### config.mk
export PLATFORM = sky130hd
export DESIGN_NAME = param_rom_stream_ctrl
export DESIGN_NICKNAME = d
export VERILOG_FILES = /design/src/rtl/param_rom_stream_ctrl.sv
export SDC_FILE = /design/constraint.sdc
export NUM_CORES = 2
export LEC_CHECK = 0
export CAP_MARGIN = 20
export CORE_MARGIN = 8
export CORE_UTILIZATION = 29
export CTS_CLUSTER_SIZE = 10
export DETAILED_ROUTE_END_ITERATION = 10
export PLACE_DENSITY_LB_ADDON = 0.1
export SYNTH_ARGS = -nofsm -noshare
export SYNTH_HDL_FRONTEND = slang
export SYNTH_SLANG_ARGS = --single-unit
export TNS_END_PERCENT = 100
### constraint.sdc
create_clock -name clk -period 5.4 [get_ports clk]
set_input_delay 1.62 -clock clk [delete_from_list [all_inputs] [get_ports clk]]
set_output_delay 1.62 -clock clk [all_outputs]
set_load 0.02 [all_outputs]
### src/rtl/param_rom_stream_ctrl.sv
// Parameter ROM sequencer: sweeps all ROM words for a programmed number of
// passes and streams them out on valid/ready. Read requests are credited
// against a small output FIFO, so backpressure never drops or repeats a word.
module param_rom_stream_ctrl #(
  parameter int OUT_SIZE    = 32,
  parameter int OUT_WIDTH   = 16,
  parameter int OUT_DEPTH   = 8,
  parameter int ROM_LATENCY = 2,
  parameter int ADDR_WIDTH  = $clog2(OUT_DEPTH) + 1
) (
  input  logic                                  clk,
  input  logic                                  rst,
  input  logic                                  start,
  input  logic [15:0]                           passes,
  output logic                                  busy,
  output logic                                  done,
  output logic [ADDR_WIDTH-1:0]                 rom_addr,
  output logic                                  rom_ce,
  input  logic [OUT_WIDTH*OUT_SIZE-1:0]         rom_q,
  output logic [OUT_SIZE-1:0][OUT_WIDTH-1:0]    data_out,
  output logic                                  data_out_valid,
  input  logic                                  data_out_ready
);

  // One buffer slot per in-flight read plus one, so the issue path can keep
  // streaming at full rate while a word sits at the head.
  localparam int FIFO_DEPTH = ROM_LATENCY + 1;
  localparam int WORD_W     = OUT_WIDTH * OUT_SIZE;
  localparam int PTR_W      = (FIFO_DEPTH > 1) ? $clog2(FIFO_DEPTH) : 1;
  localparam int CNT_W      = $clog2(FIFO_DEPTH + 1);
  localparam int INF_W      = $clog2(ROM_LATENCY + 1);

  typedef enum logic [1:0] {IDLE, ISSUE, DRAIN, DONE} state_t;

  state_t                  state_q, state_d;
  logic [ADDR_WIDTH-1:0]   addr_q, addr_d;
  logic [15:0]             pass_left_q, pass_left_d;
  logic [ROM_LATENCY-1:0]  vld_q, vld_d;
  logic [WORD_W-1:0]       mem_q [FIFO_DEPTH];
  logic [WORD_W-1:0]       mem_d [FIFO_DEPTH];
  logic [PTR_W-1:0]        wr_ptr_q, wr_ptr_d, rd_ptr_q, rd_ptr_d;
  logic [CNT_W-1:0]        count_q, count_d;
  logic                    busy_q, busy_d, done_q, done_d;

  logic                    push, pop, issue;
  logic [INF_W-1:0]        inflight;
  int                      occ;
  logic [WORD_W-1:0]       head;

  // ROM pipeline free-runs outside reset; address comes straight from the counter.
  assign rom_ce         = ~rst;
  assign rom_addr       = addr_q;
  assign busy           = busy_q;
  assign done           = done_q;
  assign data_out_valid = (count_q != '0);

  // Unpack the FIFO head into output elements.
  always_comb begin
    head = mem_q[rd_ptr_q];
    for (int j = 0; j < OUT_SIZE; j++)
      data_out[j] = head[OUT_WIDTH*j +: OUT_WIDTH];
  end

  // Next-state: credit-based issue, read tracking, FIFO and sequencing FSM.
  always_comb begin
    state_d     = state_q;
    addr_d      = addr_q;
    pass_left_d = pass_left_q;
    mem_d       = mem_q;
    wr_ptr_d    = wr_ptr_q;
    rd_ptr_d    = rd_ptr_q;

    pop  = data_out_valid & data_out_ready;
    push = vld_q[ROM_LATENCY-1];

    inflight = '0;
    for (int i = 0; i < ROM_LATENCY; i++)
      inflight = inflight + INF_W'(vld_q[i]);

    // Every outstanding read must have a slot waiting when it lands; a pop
    // this cycle frees one, so issue can resume on the same cycle.
    occ   = int'(count_q) + int'(inflight) - int'(pop);
    issue = (state_q == ISSUE) && (occ < FIFO_DEPTH);

    vld_d[0] = issue;
    for (int i = 1; i < ROM_LATENCY; i++)
      vld_d[i] = vld_q[i-1];

    if (push) begin
      mem_d[wr_ptr_q] = rom_q;
      wr_ptr_d = (wr_ptr_q == PTR_W'(FIFO_DEPTH-1)) ? '0 : wr_ptr_q + 1'b1;
    end
    if (pop)
      rd_ptr_d = (rd_ptr_q == PTR_W'(FIFO_DEPTH-1)) ? '0 : rd_ptr_q + 1'b1;
    count_d = count_q + CNT_W'(push) - CNT_W'(pop);

    case (state_q)
      IDLE: begin
        if (start) begin
          pass_left_d = passes;
          addr_d      = '0;
          state_d     = (passes == 16'd0) ? DONE : ISSUE;
        end
      end
      ISSUE: begin
        if (issue) begin
          if (addr_q == ADDR_WIDTH'(OUT_DEPTH-1)) begin
            addr_d      = '0;
            pass_left_d = pass_left_q - 16'd1;
            if (pass_left_q == 16'd1) state_d = DRAIN;
          end else begin
            addr_d = addr_q + 1'b1;
          end
        end
      end
      // Finish as soon as the last word leaves, looking at post-edge occupancy
      // so done lands the cycle right after the final handshake.
      DRAIN: begin
        if ((count_d == '0) && (vld_d == '0)) state_d = DONE;
      end
      default: state_d = IDLE;
    endcase

    busy_d = (state_d == ISSUE) || (state_d == DRAIN);
    done_d = (state_d == DONE);
  end

  // State registers; synchronous reset discards everything in flight.
  always_ff @(posedge clk) begin
    if (rst) begin
      state_q     <= IDLE;
      addr_q      <= '0;
      pass_left_q <= '0;
      vld_q       <= '0;
      wr_ptr_q    <= '0;
      rd_ptr_q    <= '0;
      count_q     <= '0;
      busy_q      <= 1'b0;
      done_q      <= 1'b0;
      for (int i = 0; i < FIFO_DEPTH; i++) mem_q[i] <= '0;
    end else begin
      state_q     <= state_d;
      addr_q      <= addr_d;
      pass_left_q <= pass_left_d;
      vld_q       <= vld_d;
      wr_ptr_q    <= wr_ptr_d;
      rd_ptr_q    <= rd_ptr_d;
      count_q     <= count_d;
      busy_q      <= busy_d;
      done_q      <= done_d;
      for (int i = 0; i < FIFO_DEPTH; i++) mem_q[i] <= mem_d[i];
    end
  end

endmodule

==> metrics.md <==
| Metric | Value |
|---|---|
| Status | `finished, final reports clean` |
| RR Endpoint | `pass_left_q[13]` |
| Share of layout cells above drive strength 1 | `0.0386` |
| DRT Pass-1 Iters | `8` |
| Flop pwr share | `0.422` |
| Crit path max fanout | `26` |
| Main area contributors after synthesis | `dfxtp_1 49%, nand2_1 21%, a21oi_1 12%` |
| Psw | `8.15 mW` |
| Hold Path Origin | `mem_q[777]` |
| Drt wl/cell | `21.2 um` |
| Post-Syn Area per Cell | `7.50 um2` |
| HPWL after DPL | `161 mm` |
| IO Port Bufs | `1,051` |
| NumNets Final | `9,795` |
| Post-synth top area cell | `dfxtp_1` |
| First-pass GRT wire length | `383 mm` |
| Sink Count | `1,568` |
| Worst Hold Class | `reg -> reg` |
| Die width | `488 um` |
| CP Data Required Time | `3.78 ns` |
| CP startpoint kind | `flip-flop` |
| Yosys top cell area share | `0.487` |
| CP Data Arrival Time | `3.51 ns` |
| Worst Hold Path EP | `mem_q[777]` |
| Pint | `20.5 mW` |
| End-of-flow core utilization | `0.374` |
| DRT Wirelength | `262 mm` |
| Asr flop ratio synth | `0` |
| Worst-skew pair later-pin latency | `0.83 ns` |
| P per Cell Area | `346 nW/um2` |
| Die ar. | `238,000 um2` |
| Yosys warns | `0` |
| Combinational Power Share | `0.167` |
| R2R Setup Slk | `1.75 ns` |
| Final total power | `28.7 mW` |
| Post-synth top flop | `dfxtp_1` |
| EDFF count, synth | `0` |
| H-tree depth | `4` |
| Starting Density | `0.291` |
| Initial DRC count | `3,874` |
| CTS buffer count | `187` |
| Crit path max-delay family | `buffers and inverters` |
| Post-synth top cells | `3,610 x nand2_1, 1,568 x dfxtp_1, 1,557 x a21oi_1` |
| RSZ-0062 raised after global routing | `no` |
| Num ports | `1,052` |
| Via density | `4.88` |
| R2R cell count | `12` |
| Setup_tns | `0 ns` |
| Hold Crit Depth | `2` |
| Fin. max-slew vios | `0` |
| Overflow after GRT | `0` |
| Vias | `60,400` |
| CORE AREA | `222,000 um2` |
| Max_cap viols | `0` |
| Post-route DRC | `0` |
| Normalized max-slew margin | `0.212` |
| Final WS setup | `0.271 ns` |
| Clk Tree Root Cell | `clkbuf_16` |
| Final hold violations | `0` |
| Hold slack | `0.451 ns` |
| Syn_nets | `9,148` |
| Antenna violations before repair | `107` |
| Flops & latches, synth | `1,568` |
| Endpoint class of the critical path | `output pin` |
| Die height | `488 um` |
| Pre-CTS setup slack | `0.270 ns` |
| Gr usage total | `0.207` |
| Clock share of power | `0.411` |
| Top-count cell post-synth | `nand2_1` |
| CP Buf/Inv Count | `3` |
| Clock slew at reported path FFs | `0.05 ns` |
| Post-Syn Instances | `8,605` |
| Multi-input combinational cell area | `30,100 um2` |
| Vias in the first global route | `56,900` |
| Pleak | `25.2 nW` |
| Final worst path period need | `5.13 ns` |
| Register area | `31,400 um2` |
| Final ANT Viol Nets | `0` |
| Fin crit share | `0.950` |
| Largest net degree at the start of global routing | `229` |
| Distinct cells, synth | `61` |
| Number of fill cells | `23,000` |
| Slew @ Worst Pin | `1.18 ns` |
| TritonCTS clock tree | `yes` |
| Critical R2R Launch | `count_q[1]` |
| Crit-path cells | `buf_12 > buf_4 > mux2i_1 > o21ai_0 > clkdlybuf4s50_1` |
| GPL Wtd Cong | `0.801` |
| Seq/Total Area, Yosys | `0.487` |
| Worst-case clock buffer depth | `3` |
| Finish-stage setup viols | `0` |
| Sw Share | `0.284` |
| Clk_skew | `0.0567 ns` |
| Row Count | `173` |
| Maximum clock frequency | `195 MHz` |
| Worst vdd ir | `0.274 mV` |
| Max incr delay on CP | `0.73 ns` |
| CP max stage cell | `dfxtp_4` |
| Area delta synth->final | `28.4%` |
| Critical path class | `reg -> out` |
| Post-cts resize count | `0` |
| Mapped Area | `64,500 um2` |
==> worst max path at each step <==
stage / to / slack, ns / cells past startpoint / startpoint
after floorplan: busy / 1.16 / 11 / data_out_ready
after global placement: pass_left_q[13] / 0.30 / 12 / data_out_ready
after detailed placement: pass_left_q[13] / 0.27 / 12 / data_out_ready
after CTS: data_out[393] / 0.13 / 6 / rd_ptr_q[0]
after global routing: data_out[105] / 0.12 / 4 / rd_ptr_q[0]
final: data_out[422] / 0.27 / 5 / rd_ptr_q[0]
==> per-layer routing <==
metal	wire, um	track usage
met5	494	0
met2	124000	0.342
met4	7430	0.0685
met3	19900	0.0640
met1	110000	0.257
==> metrics by stage <==
step	std cells	instance area [um2]
3_3_place_gp	12000	77100
6_report	12400	82800
4_1_cts	12300	82700
2_1_floorplan	8605	64500
5_1_grt	12400	82800
3_5_place_dp	12000	77100
==> power by group through the flow <==
| stage | combinational [mW] | clock, mW | sequential, mW |
|---|---|---|---|
| after floorplan | 2.71 | 0 | 12.2 |
| after global placement | 4.79 | 0 | 12.3 |
| after detailed placement | 4.80 | 0 | 12.4 |
| after CTS | 4.85 | 12.2 | 12.1 |
| after global routing | 5.08 | 12.7 | 12.1 |
| final | 4.79 | 11.8 | 12.1 |
==> worst reg2reg max path, cell delays in order, from the launching register on <==
cell and delay, ns:
dfxtp_1 0.37, or2_2 0.38, nand2_1 0.16, inv_1 0.08, ha_1 0.29, fa_1 0.42
fa_1 0.46, xor2_2 0.22, a2bb2oi_2 0.17, buf_4 0.16, a21oi_2 0.47, o21ai_0 0.15
a32o_1 0.22
==> cell families after synthesis <==
| logic type | count (synthesis) | synth area share |
|---|---|---|
| simple gates | 3688 | 0.217 |
| buf+inv | 706 | 0.0471 |
| fa+ha+maj | 11 | 0.00237 |
| flops | 1568 | 0.487 |
| mux | 512 | 0.0794 |
| xor+xnor | 4 | 0.000660 |
| compound gates | 2116 | 0.167 |
==> final cells by class <==
| cell class | instances | area share |
|---|---|---|
| Inverter | 10 | 0.000453 |
| Tap cell | 2975 | 0.0449 |
| Timing Repair Buffer | 1154 | 0.143 |
| Antenna cell | 52 | 0.00157 |
| Sequential cell | 1568 | 0.379 |
| Multi-Input combinational cell | 6331 | 0.364 |
| Clock inverter | 22 | 0.00430 |
| Clock buffer | 268 | 0.0629 |
==> flip-flops by register name (all words and copies together), names as in the netlist <==
name,count
mem_q,1536
pass_left_q,16
rom_addr,4
count_q,2
rd_ptr_q,2
state_q,2
vld_q,2
wr_ptr_q,2
busy,1
done,1
==> cell usage in the layout (no fill, tap or decap), types with 3 or more instances in the layout <==
cell	netlist	layout
dfxtp_1	1568	1566
nand2b_1	3	3
clkbuf_1	363	58
o32ai_1	5	5
clkinv_8	0	5
clkinv_16	0	4
buf_12	0	46
o21ai_0	521	521
clkbuf_8	0	23
a21oi_1	1557	1557
clkdlybuf4s50_1	0	1050
inv_6	0	5
clkbuf_16	0	187
mux2i_1	512	512
inv_1	10	10
nand3_1	9	9
ha_1	9	9
nor4_1	8	8
nand2_1	3610	3610
clkinv_2	0	3
nor3_1	11	11
diode_2	0	52
a211oi_1	3	3
or3_1	4	3
nand3b_1	3	3
nor2_1	17	17
buf_4	2	57
o211ai_1	3	3
nor2b_1	6	5
==> timing repair <==
item	in CTS	in global routing
buffers inserted	1	0
setup endpoints to repair	1	0
hold buffers	0	0
No activity file was read; power rests on OpenSTA's default activity.
